--- src/rtl/tmds_deserializer.sv ---
// TMDS channel receiver: shifts in one bit per clk, captures 10-bit words and
// bit-slips the word boundary until repeated control tokens establish lock.
module tmds_deserializer #(
  parameter int LOCK_COUNT   = 4,
  parameter int SEARCH_WORDS = 64,
  parameter int LOSS_WORDS   = 4096
) (
  input  logic       clk,
  input  logic       rst,
  input  logic       din,
  output logic [9:0] dout,
  output logic       dout_valid,
  output logic       locked,
  output logic       slip
);

  typedef enum logic [1:0] {SEARCH, CONFIRM, LOCKED} state_t;

  localparam logic [3:0]  LOCK_N   = 4'(LOCK_COUNT);
  localparam logic [7:0]  SEARCH_N = 8'(SEARCH_WORDS);
  localparam logic [15:0] LOSS_N   = 16'(LOSS_WORDS);

  state_t      state, state_nxt;
  logic [9:0]  sr;
  logic [3:0]  phase;
  logic [3:0]  match_cnt, match_nxt;
  logic [7:0]  miss_cnt, miss_nxt;
  logic [15:0] loss_cnt, loss_nxt;
  logic        slip_nxt;
  logic        capture;
  logic [9:0]  word;
  logic        tok;

  function automatic logic is_token(input logic [9:0] w);
    return (w == 10'h354) || (w == 10'h0AB) || (w == 10'h154) || (w == 10'h2AB);
  endfunction

  function automatic logic [3:0] sat_inc4(input logic [3:0] c);
    return (&c) ? c : c + 4'd1;
  endfunction

  function automatic logic [7:0] sat_inc8(input logic [7:0] c);
    return (&c) ? c : c + 8'd1;
  endfunction

  function automatic logic [15:0] sat_inc16(input logic [15:0] c);
    return (&c) ? c : c + 16'd1;
  endfunction

  assign capture = (phase == 4'd9);
  assign word    = {din, sr[9:1]};
  assign tok     = is_token(word);

  always_ff @(posedge clk or negedge rst) begin
    if (!rst) state <= SEARCH;
    else      state <= state_nxt;
  end

  // Alignment decisions are taken only on the capture edge.
  always_comb begin
    state_nxt = state;
    match_nxt = match_cnt;
    miss_nxt  = miss_cnt;
    loss_nxt  = loss_cnt;
    slip_nxt  = 1'b0;
    if (capture) begin
      case (state)
        SEARCH: begin
          if (tok) begin
            miss_nxt  = 8'd0;
            match_nxt = 4'd1;
            loss_nxt  = 16'd0;
            state_nxt = (LOCK_N == 4'd1) ? LOCKED : CONFIRM;
          end else begin
            miss_nxt = sat_inc8(miss_cnt);
            if (miss_nxt == SEARCH_N) begin
              slip_nxt = 1'b1;
              miss_nxt = 8'd0;
            end
          end
        end
        CONFIRM: begin
          if (tok) begin
            match_nxt = sat_inc4(match_cnt);
            if (match_nxt == LOCK_N) begin
              state_nxt = LOCKED;
              loss_nxt  = 16'd0;
            end
          end else begin
            state_nxt = SEARCH;
            miss_nxt  = 8'd1;
            match_nxt = 4'd0;
          end
        end
        LOCKED: begin
          if (tok) begin
            loss_nxt = 16'd0;
          end else begin
            loss_nxt = sat_inc16(loss_cnt);
            if (loss_nxt == LOSS_N) begin
              state_nxt = SEARCH;
              match_nxt = 4'd0;
              miss_nxt  = 8'd0;
              loss_nxt  = 16'd0;
            end
          end
        end
        default: state_nxt = SEARCH;
      endcase
    end
  end

  always_comb begin
    locked = (state == LOCKED);
  end

  // A slip wraps phase 9 -> 1 so the next word is one bit short.
  always_ff @(posedge clk or negedge rst) begin
    if (!rst) begin
      sr         <= 10'd0;
      phase      <= 4'd0;
      dout       <= 10'd0;
      dout_valid <= 1'b0;
      slip       <= 1'b0;
      match_cnt  <= 4'd0;
      miss_cnt   <= 8'd0;
      loss_cnt   <= 16'd0;
    end else begin
      sr        <= word;
      match_cnt <= match_nxt;
      miss_cnt  <= miss_nxt;
      loss_cnt  <= loss_nxt;
      if (capture) begin
        dout       <= word;
        dout_valid <= (state_nxt == LOCKED);
        slip       <= slip_nxt;
        phase      <= slip_nxt ? 4'd1 : 4'd0;
      end else begin
        dout_valid <= 1'b0;
        slip       <= 1'b0;
        phase      <= phase + 4'd1;
      end
    end
  end

endmodule

--- config.mk ---
export PLATFORM = sky130hd
export DESIGN_NAME = tmds_deserializer
export DESIGN_NICKNAME = d
export VERILOG_FILES = /design/src/rtl/tmds_deserializer.sv
export SDC_FILE = /design/constraint.sdc
export NUM_CORES = 1
export LEC_CHECK = 0
export CAP_MARGIN = 20
export CELL_PAD_IN_SITES_DETAIL_PLACEMENT = 0
export CELL_PAD_IN_SITES_GLOBAL_PLACEMENT = 1
export CORE_UTILIZATION = 40
export DETAILED_ROUTE_END_ITERATION = 12
export PLACE_DENSITY_LB_ADDON = 0.1
export SYNTH_ARGS = -nofsm -noshare
export SYNTH_HDL_FRONTEND = slang
export SYNTH_SLANG_ARGS = --single-unit
--- constraint.sdc ---
create_clock -name clk -period 7.6 [get_ports clk]
set_input_delay 1.14 -clock clk [delete_from_list [all_inputs] [get_ports clk]]
set_output_delay 1.14 -clock clk [all_outputs]
set_load 0.005 [all_outputs]
# [Word level (Yosys, flattened, before mapping)]
# Cells that the tools add are included.
[totals] in_bits=3 ff_bits=56 out_inout_bits=13 elab_cells=76
[op_classes] n_mux=35 eq_ne=17 n_addsub=4 n_reduce_logical=11
[op_table] cell="$mux 16" n=6
[op_table] cell="$mux 8" n=6
[op_table] cell="$pmux 16 s3" n=1
[op_table] cell="$mux 4" n=6
[op_table] cell="$pmux 8 s3" n=1
[op_table] cell="$eq 10x10->1 const B" n=2
[op_table] cell="$add 16x1->16 const B" n=1
[op_table] cell="$eq 16x13->1 const B" n=1
[op_table] cell="$reduce_and 16->1" n=1
[op_table] cell="$reduce_and 5->1" n=3
[op_table] cell="$mux 2" n=6
[op_table] cell="$pmux 4 s3" n=1
[op_table] cell="$eq 10x8->1 const B" n=1
[op_table] cell="$eq 10x9->1 const B" n=1
[op_table] cell="$ne 2x2->1 const B" n=5
[op_table] cell="$add 4x1->4 const B" n=2
[op_table] cell="$add 8x1->8 const B" n=1
[op_table] cell="$eq 8x7->1 const B" n=1
[op_table] cell="$reduce_and 8->1" n=1
[op_table] cell="$mux 1" n=7
[op_table] cell="$pmux 2 s3" n=1
[op_table] cell="$eq 2x2->1 const B" n=2
[op_table] cell="$eq 4x3->1 const B" n=1
[op_table] cell="$eq 4x4->1 const B" n=1
[op_table] cell="other kinds (6)" n=8

# [Longest topological paths before layout]
# Gate-level depths: netlist of run 1.
[logic_depth] word_depth=9 depth_mapped=12 mapped_depth_nobuf=9

# [Worst setup path before layout of run 1]
# No wires, ideal clock.
[synth_timing] path_kind="reg-to-reg" start="register loss_cnt[0]" end="register match_cnt[0]" arrival_time_ps=2846 path_buffers=2 path_stages_with_launch=12 setup_time_ps=121 required_time_ps=7479 path_slack_ps=4633 period_less_slack_ps=2967 path_cell_list="dfrtp_1 > ha_1 > nand4_2 > buf_2 > nor4_1 > xnor2_1 > o2111ai_1 > or4_1 > buf_6 > a21oi_4 > o21ai_1 > a22o_1"
[synth_via] elab_chain_cells=5 elab_cells_between_ends=6 classes_between="add/sub (1); eq/ne (2); mux (1); reduce/logical (2)"
[synth_rtl] item="start, declared" line_no="28" rtl="logic [15:0] loss_cnt, loss_nxt;"
[synth_rtl] item="start signal, assigned" line_no="132" rtl="loss_cnt <= loss_nxt;"
[synth_rtl] item="$add 16x1->16 / $reduce_and 16->1 (equally long branches)" line_no="47" rtl="return (&c) ? c : c + 16'd1;"
[synth_rtl] item="$mux 16 *" line_no="47"
[synth_rtl] item="$eq 16x13->1 *" line_no="100" rtl="if (loss_nxt == LOSS_N) begin"
[synth_rtl] item="$ne 2x1->1 (no line) *"
[synth_rtl] item="$reduce_and 5->1 (no line) *"
[synth_rtl] item="end signal, assigned" line_no="130" rtl="match_cnt <= match_nxt;"
[synth_rtl] item="end, declared" line_no="26" rtl="logic [3:0] match_cnt, match_nxt;"
# Every way passes the cells marked *; elsewhere a longest branch is shown, timed or not.
# A chain may end at the register's enable or synchronous reset.

# [Worst setup path in the final report of run 1]
[layout_timing] start="register loss_cnt[0]" end="register miss_cnt[4]"
[layout_via] elab_chain_cells=5 elab_cells_between_ends=6 classes_between="add/sub (1); eq/ne (2); mux (1); reduce/logical (2)"
[layout_rtl] item="$add 16x1->16 / $reduce_and 16->1 (equally long branches)" line_no="47"
[layout_rtl] item="$mux 16 *" line_no="47"
[layout_rtl] item="$eq 16x13->1 *" line_no="100"
[layout_rtl] item="$ne 2x1->1 (no line) *"
[layout_rtl] item="$reduce_and 5->1 (no line) *"
[layout_rtl] item="end signal, assigned" line_no="131" rtl="miss_cnt <= miss_nxt;"
[layout_rtl] item="end, declared" line_no="27" rtl="logic [7:0] miss_cnt, miss_nxt;"
# Marks and branches as above.

==> flow_metrics.py, run 1 <==
metrics = {
    "setup_path": {
        "startpoint_type": "flop",
        "critPathRequiredTime_ns": 7.79,
        "critPathMaxFanout": 16,
        "arrival_ns": 3.81,
        "end_kind": "flop",
        "crit_type": "reg -> reg",
    },
    "route": {
        "vias_per_cell": 5.82,
        "antenna_left": 0,
        "routed_wl_um": 7330,
        "wl_met1_um": 3620,
        "met3_length_um": 285,
        "drc": 0,
        "vias": 2707,
        "drtPass1Iterations": 4,
        "wl_per_cell_um": 15.8,
        "initialDrtViolationCount": 149,
        "wl_met2_um": 3350,
        "top_layer": "met4",
    },
    "clock_tree": {
        "cts-root-buf": "clkbuf_8",
        "cts_buffer_depth": 2,
        "cts_tree": "built",
        "postCtsSetupBuffers": 0,
        "clk_latency_ns": 0.31,
        "clk_pin_slew_worst_paths_ns": 0.11,
        "clock_sinks": 55,
        "htree_num_levels": 2,
        "holdBufCountCts": 0,
        "numCtsBuffers": 5,
        "cts_resized": 0,
    },
    "synth": {
        "ys_async_sr_fraction": 1.00,
        "synth_area_leaders": "dfrtp_1, nand2_1, a21oi_1",
        "synth_enable_flop_cells": 0,
        "syn_avg_cell_area_um2": 9.11,
        "ys_seq_area_frac": 0.421,
        "synth_nets": 369,
        "synth_most_common_cell": "nand2_1",
        "synthesis.area_um2": 3270,
        "ys.flop_type": "dfrtp_1",
        "netlist_top_cells_count": "nand2_1, dfrtp_1, a21oi_1, nor2_1, nand3_1",
        "yosysTopAreaCellShare": 0.421,
        "yosys_warnings": 0,
        "synthCells": 359,
        "yosys.area.top_type": "dfrtp_1",
        "synth_seq_cells": 55,
        "yosysUniqueCellTypes": 69,
    },
    "global_route": {
        "grt_max_degree": 56,
        "track_usage": 0.186,
        "overflow": 0,
        "grt_pass1_wl_um": 12800,
        "grt_pass1_vias": 2641,
        "grt_antenna_before_repair": 0,
    },
    "power": {
        "power_density_nw_per_um2": 185,
        "seqPwrFrac": 0.502,
        "clkPwrFrac": 0.262,
        "irDropWorstVdd_v": 0.0000853,
        "leakage_nw": 1.43,
        "p_sw_frac": 0.332,
        "switchingPower_mw": 0.214,
        "p_comb_frac": 0.235,
        "p_int_mw": 0.431,
        "total_power_mw": 0.645,
    },
    "sta": {
        "slew-limit-headroom": 0.488,
        "rsz0062_at_grt": "false",
        "fmax_ghz": 0.276,
        "fin_setup_tns_ns": 0,
        "period_needed_ns": 3.62,
        "fin_crit_sh": 0.476,
        "tightest_slew_ns": 0.765,
        "setup_violations": 0,
        "maxSlewViolCount": 0,
        "hold_viol": 0,
        "fin_worst_skew_ns": 0.00796,
    },
    "floorplanning": {
        "boundaryPins": 16,
        "die-area_um2": 8540,
        "core_area_um2": 7810,
        "initial_core_util": 0.419,
        "rows": 32,
        "fp.dieW_um": 92.4,
        "die_h_um": 92.4,
    },
    "finish": {
        "fill_cells": 774,
        "syn2layout_area_growth_pct": 6.62,
        "drive_gt1_frac": 0.0826,
        "diodes": 0,
        "stdcell_count": 465,
        "nNetsFinal": 372,
    },
    "place": {
        "place_congestion": 0.853,
        "hpwl_um": 5040,
        "dp.cells": 457,
        "port_buffers": 15,
    },
    "flow_run": {
        "maxCapViolations": 0,
    },
    "outcome": {
        "outcome": "finished, final reports clean",
    },
    "min_path": {
        "hold_path.class": "reg -> reg",
    },
}
==> worst max-delay path: stages, from the launching register on <==
cell and delay [ns]:
dfrtp_1 0.44, ha_1 0.30, nand4_2 0.33, nor4_1 0.61, xnor2_1 0.18, o2111ai_1 0.15
or4_1 0.70, a21boi_4 0.47, a21boi_0 0.22, mux2i_1 0.10
==> final cells by class <==
class	instances	area, um^2	area share
Sequential cell	55	1380	0.395
Inverter	8	30.0	0.00861
Clock buffer	5	68.8	0.0197
Tap cell	102	128	0.0366
Timing Repair Buffer	18	168	0.0481
Clock inverter	3	25.0	0.00718
Multi-Input combinational cell	274	1690	0.485
==> worst paths after layout <==
kind / from / end / slack (ns) / depth (start not counted)
min in group asynchronous: rst / miss_cnt[7] / 0.95 / 2
setup reg to reg: loss_cnt[0] / miss_cnt[4] / 3.98 / 9
max in group asynchronous: rst / match_cnt[3] / 6.16 / 2
hold reg to reg: sr[5] / sr[4] / 0.42 / 0
setup / recovery: loss_cnt[0] / miss_cnt[4] / 3.98 / 9
hold / removal: sr[5] / sr[4] / 0.42 / 0
==> registers in the layout, indices dropped and copies added, names as in the netlist <==
name,cells
slip,1
phase,4
state,2
sr,9
miss_cnt,8
loss_cnt,16
dout_valid,1
dout,10
match_cnt,4
==> cell usage in the layout (no fill, tap or decap), types with 3 or more instances in the layout <==
cell type / count
clkdlybuf4s50_1: 14
nor3_1: 11
clkbuf_8: 5
a31oi_1: 5
a22o_1: 3
nand3b_1: 4
dfrtp_1: 55
or4_1: 3
a21oi_2: 3
nand3_1: 17
nand2_1: 61
nor3_2: 3
nand4_1: 9
o211ai_1: 4
inv_1: 8
xnor2_1: 4
a21oi_1: 28
mux2i_1: 6
or3_1: 3
and3_1: 7
o21a_1: 3
ha_1: 7
nor2_1: 18
nor4_1: 6
buf_4: 3
and2_1: 4
o21ai_0: 15
==> metal layers <==
metal | up-vias | global-route usage
li1 | 1336 | -
met1 | 1307 | 0.258
met2 | 56 | 0.296
met3 | 8 | 0.0296
met4 | 0 | 0.0573
met5 | - | 0
==> kinds of logic after synthesis <==
logic type	Yosys count	synth area share
DFF	55	0.421
AOI/OAI and AO/OA	91	0.190
muxes	6	0.0184
and+or+nand+nor	166	0.269
adders and majority gates	7	0.0268
buffers and inverters	30	0.0635
xor gates and xnor gates	4	0.0107
==> power by group through the flow <==
stage | clock [mW] | combinational, mW | sequential, mW
4_1_cts | 0.178 | 0.151 | 0.324
2_1_floorplan | 0 | 0.106 | 0.325
3_5_place_dp | 0 | 0.151 | 0.329
6_report | 0.169 | 0.152 | 0.324
5_1_grt | 0.188 | 0.172 | 0.326
3_3_place_gp | 0 | 0.152 | 0.329
==> stage by stage <==
step | hold WS, ns | util | area, um^2 | worst slack (ns)
2_1_floorplan | 0.379 | - | 3270 | 4.63
3_3_place_gp | 0.407 | 0.434 | 3390 | 4.09
3_5_place_dp | 0.409 | 0.434 | 3390 | 4.01
4_1_cts | 0.432 | 0.446 | 3490 | 3.97
5_1_grt | 0.452 | 0.446 | 3490 | 3.62
6_report | 0.424 | 0.446 | 3490 | 3.98
No activity file was read; power rests on OpenSTA's default activity.
==> run 2: changes to the inputs <==
- clock period: 7.6 -> 3.7 ns (I/O delays scaled with it)
==> run 2 against run 1 <==
Sequential share of layout area decreased by 0.75 points. Sequential cell count unchanged. Critical endpoint is now match_cnt[0]. Wire length increased by 1.0%. Largest cell class unchanged. Final area increased by 1.9%.
==> flow_metrics.py, run 2 (same netlist as run 1, synthesis figures left out) <==
metrics = {
    "outcome": {
        "outcome": "finished, final reports clean",
    },
    "clock_tree": {
        "clk_latency_ns": 0.31,
        "holdBufCountCts": 0,
        "cts-root-buf": "clkbuf_8",
        "clk_pin_slew_worst_paths_ns": 0.11,
        "postCtsSetupBuffers": 0,
        "numCtsBuffers": 5,
        "clock_sinks": 55,
        "htree_num_levels": 2,
        "cts_tree": "built",
        "cts_buffer_depth": 2,
        "cts_resized": 0,
    },
    "power": {
        "irDropWorstVdd_v": 0.000175,
        "power_density_nw_per_um2": 373,
        "leakage_nw": 1.47,
    },
    "finish": {
        "top_regs": "loss_cnt: 16 flops, dout: 10 flops, sr: 9 flops",
        "drive_gt1_frac": 0.0997,
        "diodes": 0,
        "regMostFlops": "loss_cnt",
        "most-common-layout-cells": "nand2_1, dfrtp_1, a21oi_1, nor2_1, nand3_1",
        "syn2layout_area_growth_pct": 8.69,
        "final_common_cell": "nand2_1",
        "nNetsFinal": 380,
        "largest_reg_flops": 16,
    },
    "setup_path": {
        "critical_path_cell_count": 10,
        "end_kind": "flop",
        "crit_family": "simple AND/OR/NAND/NOR gates",
        "r2r_cells": 10,
        "critPathRequiredTime_ns": 3.91,
        "critPathBufInv": 1,
        "crit_type": "reg -> reg",
        "regToRegStartpoint": "loss_cnt[0]",
        "arrival_ns": 3.69,
        "critPathMaxFanout": 12,
        "startpoint_type": "flop",
        "reg2reg_slack_ns": 0.22,
        "cpPeakStageDelay_ns": 0.63,
        "r2r-end": "match_cnt[0]",
        "crit_start": "loss_cnt[0]",
        "slowest_stage": "nor4_1",
        "cp_cell_sequence": "ha_1 > nand4_2 > nor4_1 > xnor2_1 > o2111ai_1 > or4_1 > buf_4 > a21oi_4 > o21ai_1 > a22o_1",
        "cp-endpoint": "match_cnt[0]",
    },
    "floorplanning": {
        "boundaryPins": 16,
        "rows": 32,
        "die-area_um2": 8540,
        "fp.dieW_um": 92.4,
        "die_h_um": 92.4,
        "initial_core_util": 0.419,
        "core_area_um2": 7810,
    },
    "route": {
        "drc": 0,
        "vias_per_cell": 5.75,
        "initialDrtViolationCount": 256,
        "routed_wl_um": 7410,
        "drtPass1Iterations": 4,
        "vias": 2722,
        "wl_per_cell_um": 15.7,
        "antenna_left": 0,
    },
    "sta": {
        "setup_violations": 0,
        "fin_setup_tns_ns": 0,
        "fin_worst_skew_ns": 0.00695,
        "rsz0062_at_grt": "false",
        "tightest_slew_ns": 0.765,
        "fmax_ghz": 0.288,
        "setup_slack_ns": 0.224,
        "maxSlewViolCount": 0,
        "slew-limit-headroom": 0.487,
        "period_needed_ns": 3.48,
        "hold_viol": 0,
        "fin_crit_sh": 0.940,
    },
    "min_path": {
        "hold_path.class": "in -> async",
    },
    "global_route": {
        "track_usage": 0.186,
        "grt_pass1_wl_um": 12700,
        "grt_max_degree": 43,
        "grt_antenna_before_repair": 0,
        "grt_pass1_vias": 2555,
        "overflow": 0,
    },
    "place": {
        "hpwl_um": 5130,
        "port_buffers": 15,
        "place_congestion": 0.912,
        "pre_cts_ws_ns": 0.282,
    },
    "flow_run": {
        "maxCapViolations": 0,
    },
}
## run 2: cell count changes in the layout (fill, tap and decap cells not counted), sizes merged
cell,previous run,this run
inv,8,9
clkinv,2,0
buf,4,12
clkbuf,5,6
## run 2: worst min path at each step
stage                     start            to  slack [ns]  depth (start not counted)
after floorplan             rst       dout[0]        0.26                          0
after global placement    sr[5]         sr[4]        0.40                          0
after detailed placement  sr[5]         sr[4]        0.41                          0
after CTS                   rst  match_cnt[3]        0.42                          1
after global routing        rst  match_cnt[2]        0.13                          1
final                       rst  match_cnt[2]        0.12                          1
## run 2: metal layers
layer	global-route usage	wire [um]	vias up
met4	0.0365	48	0
met3	0.0287	314	4
met5	0	0	-
li1	-	-	1343
met1	0.267	3640	1313
met2	0.296	3400	62
## run 2: final cells by class
cell class / instances / area, um^2
Tap cell: 102 / 128
Clock buffer: 6 / 72.6
Fill cell: 786 / 4250
Timing Repair Buffer: 26 / 240
Inverter: 8 / 30.0
Clock inverter: 2 / 16.3
Sequential cell: 55 / 1380
Multi-Input combinational cell: 274 / 1690
## run 2: per-stage QoR
stage | total power, mW | util | instance area, um^2 | cells | hold slack, ns
after detailed placement | 0.985 | 0.441 | 3440 | 464 | 0.407
after floorplan | 0.886 | - | 3270 | 359 | 0.259
final | 1.32 | 0.455 | 3550 | 473 | 0.125
after CTS | 1.34 | 0.453 | 3530 | 472 | 0.422
after global placement | 0.988 | 0.441 | 3440 | 464 | 0.404
after global routing | 1.40 | 0.455 | 3550 | 473 | 0.134
## run 2: power breakdown
part           total, mW  internal, mW  switching, mW
Sequential         0.663         0.631         0.0313
Clock              0.349         0.137          0.212
Combinational      0.313         0.119          0.194
Total               1.32         0.888          0.437
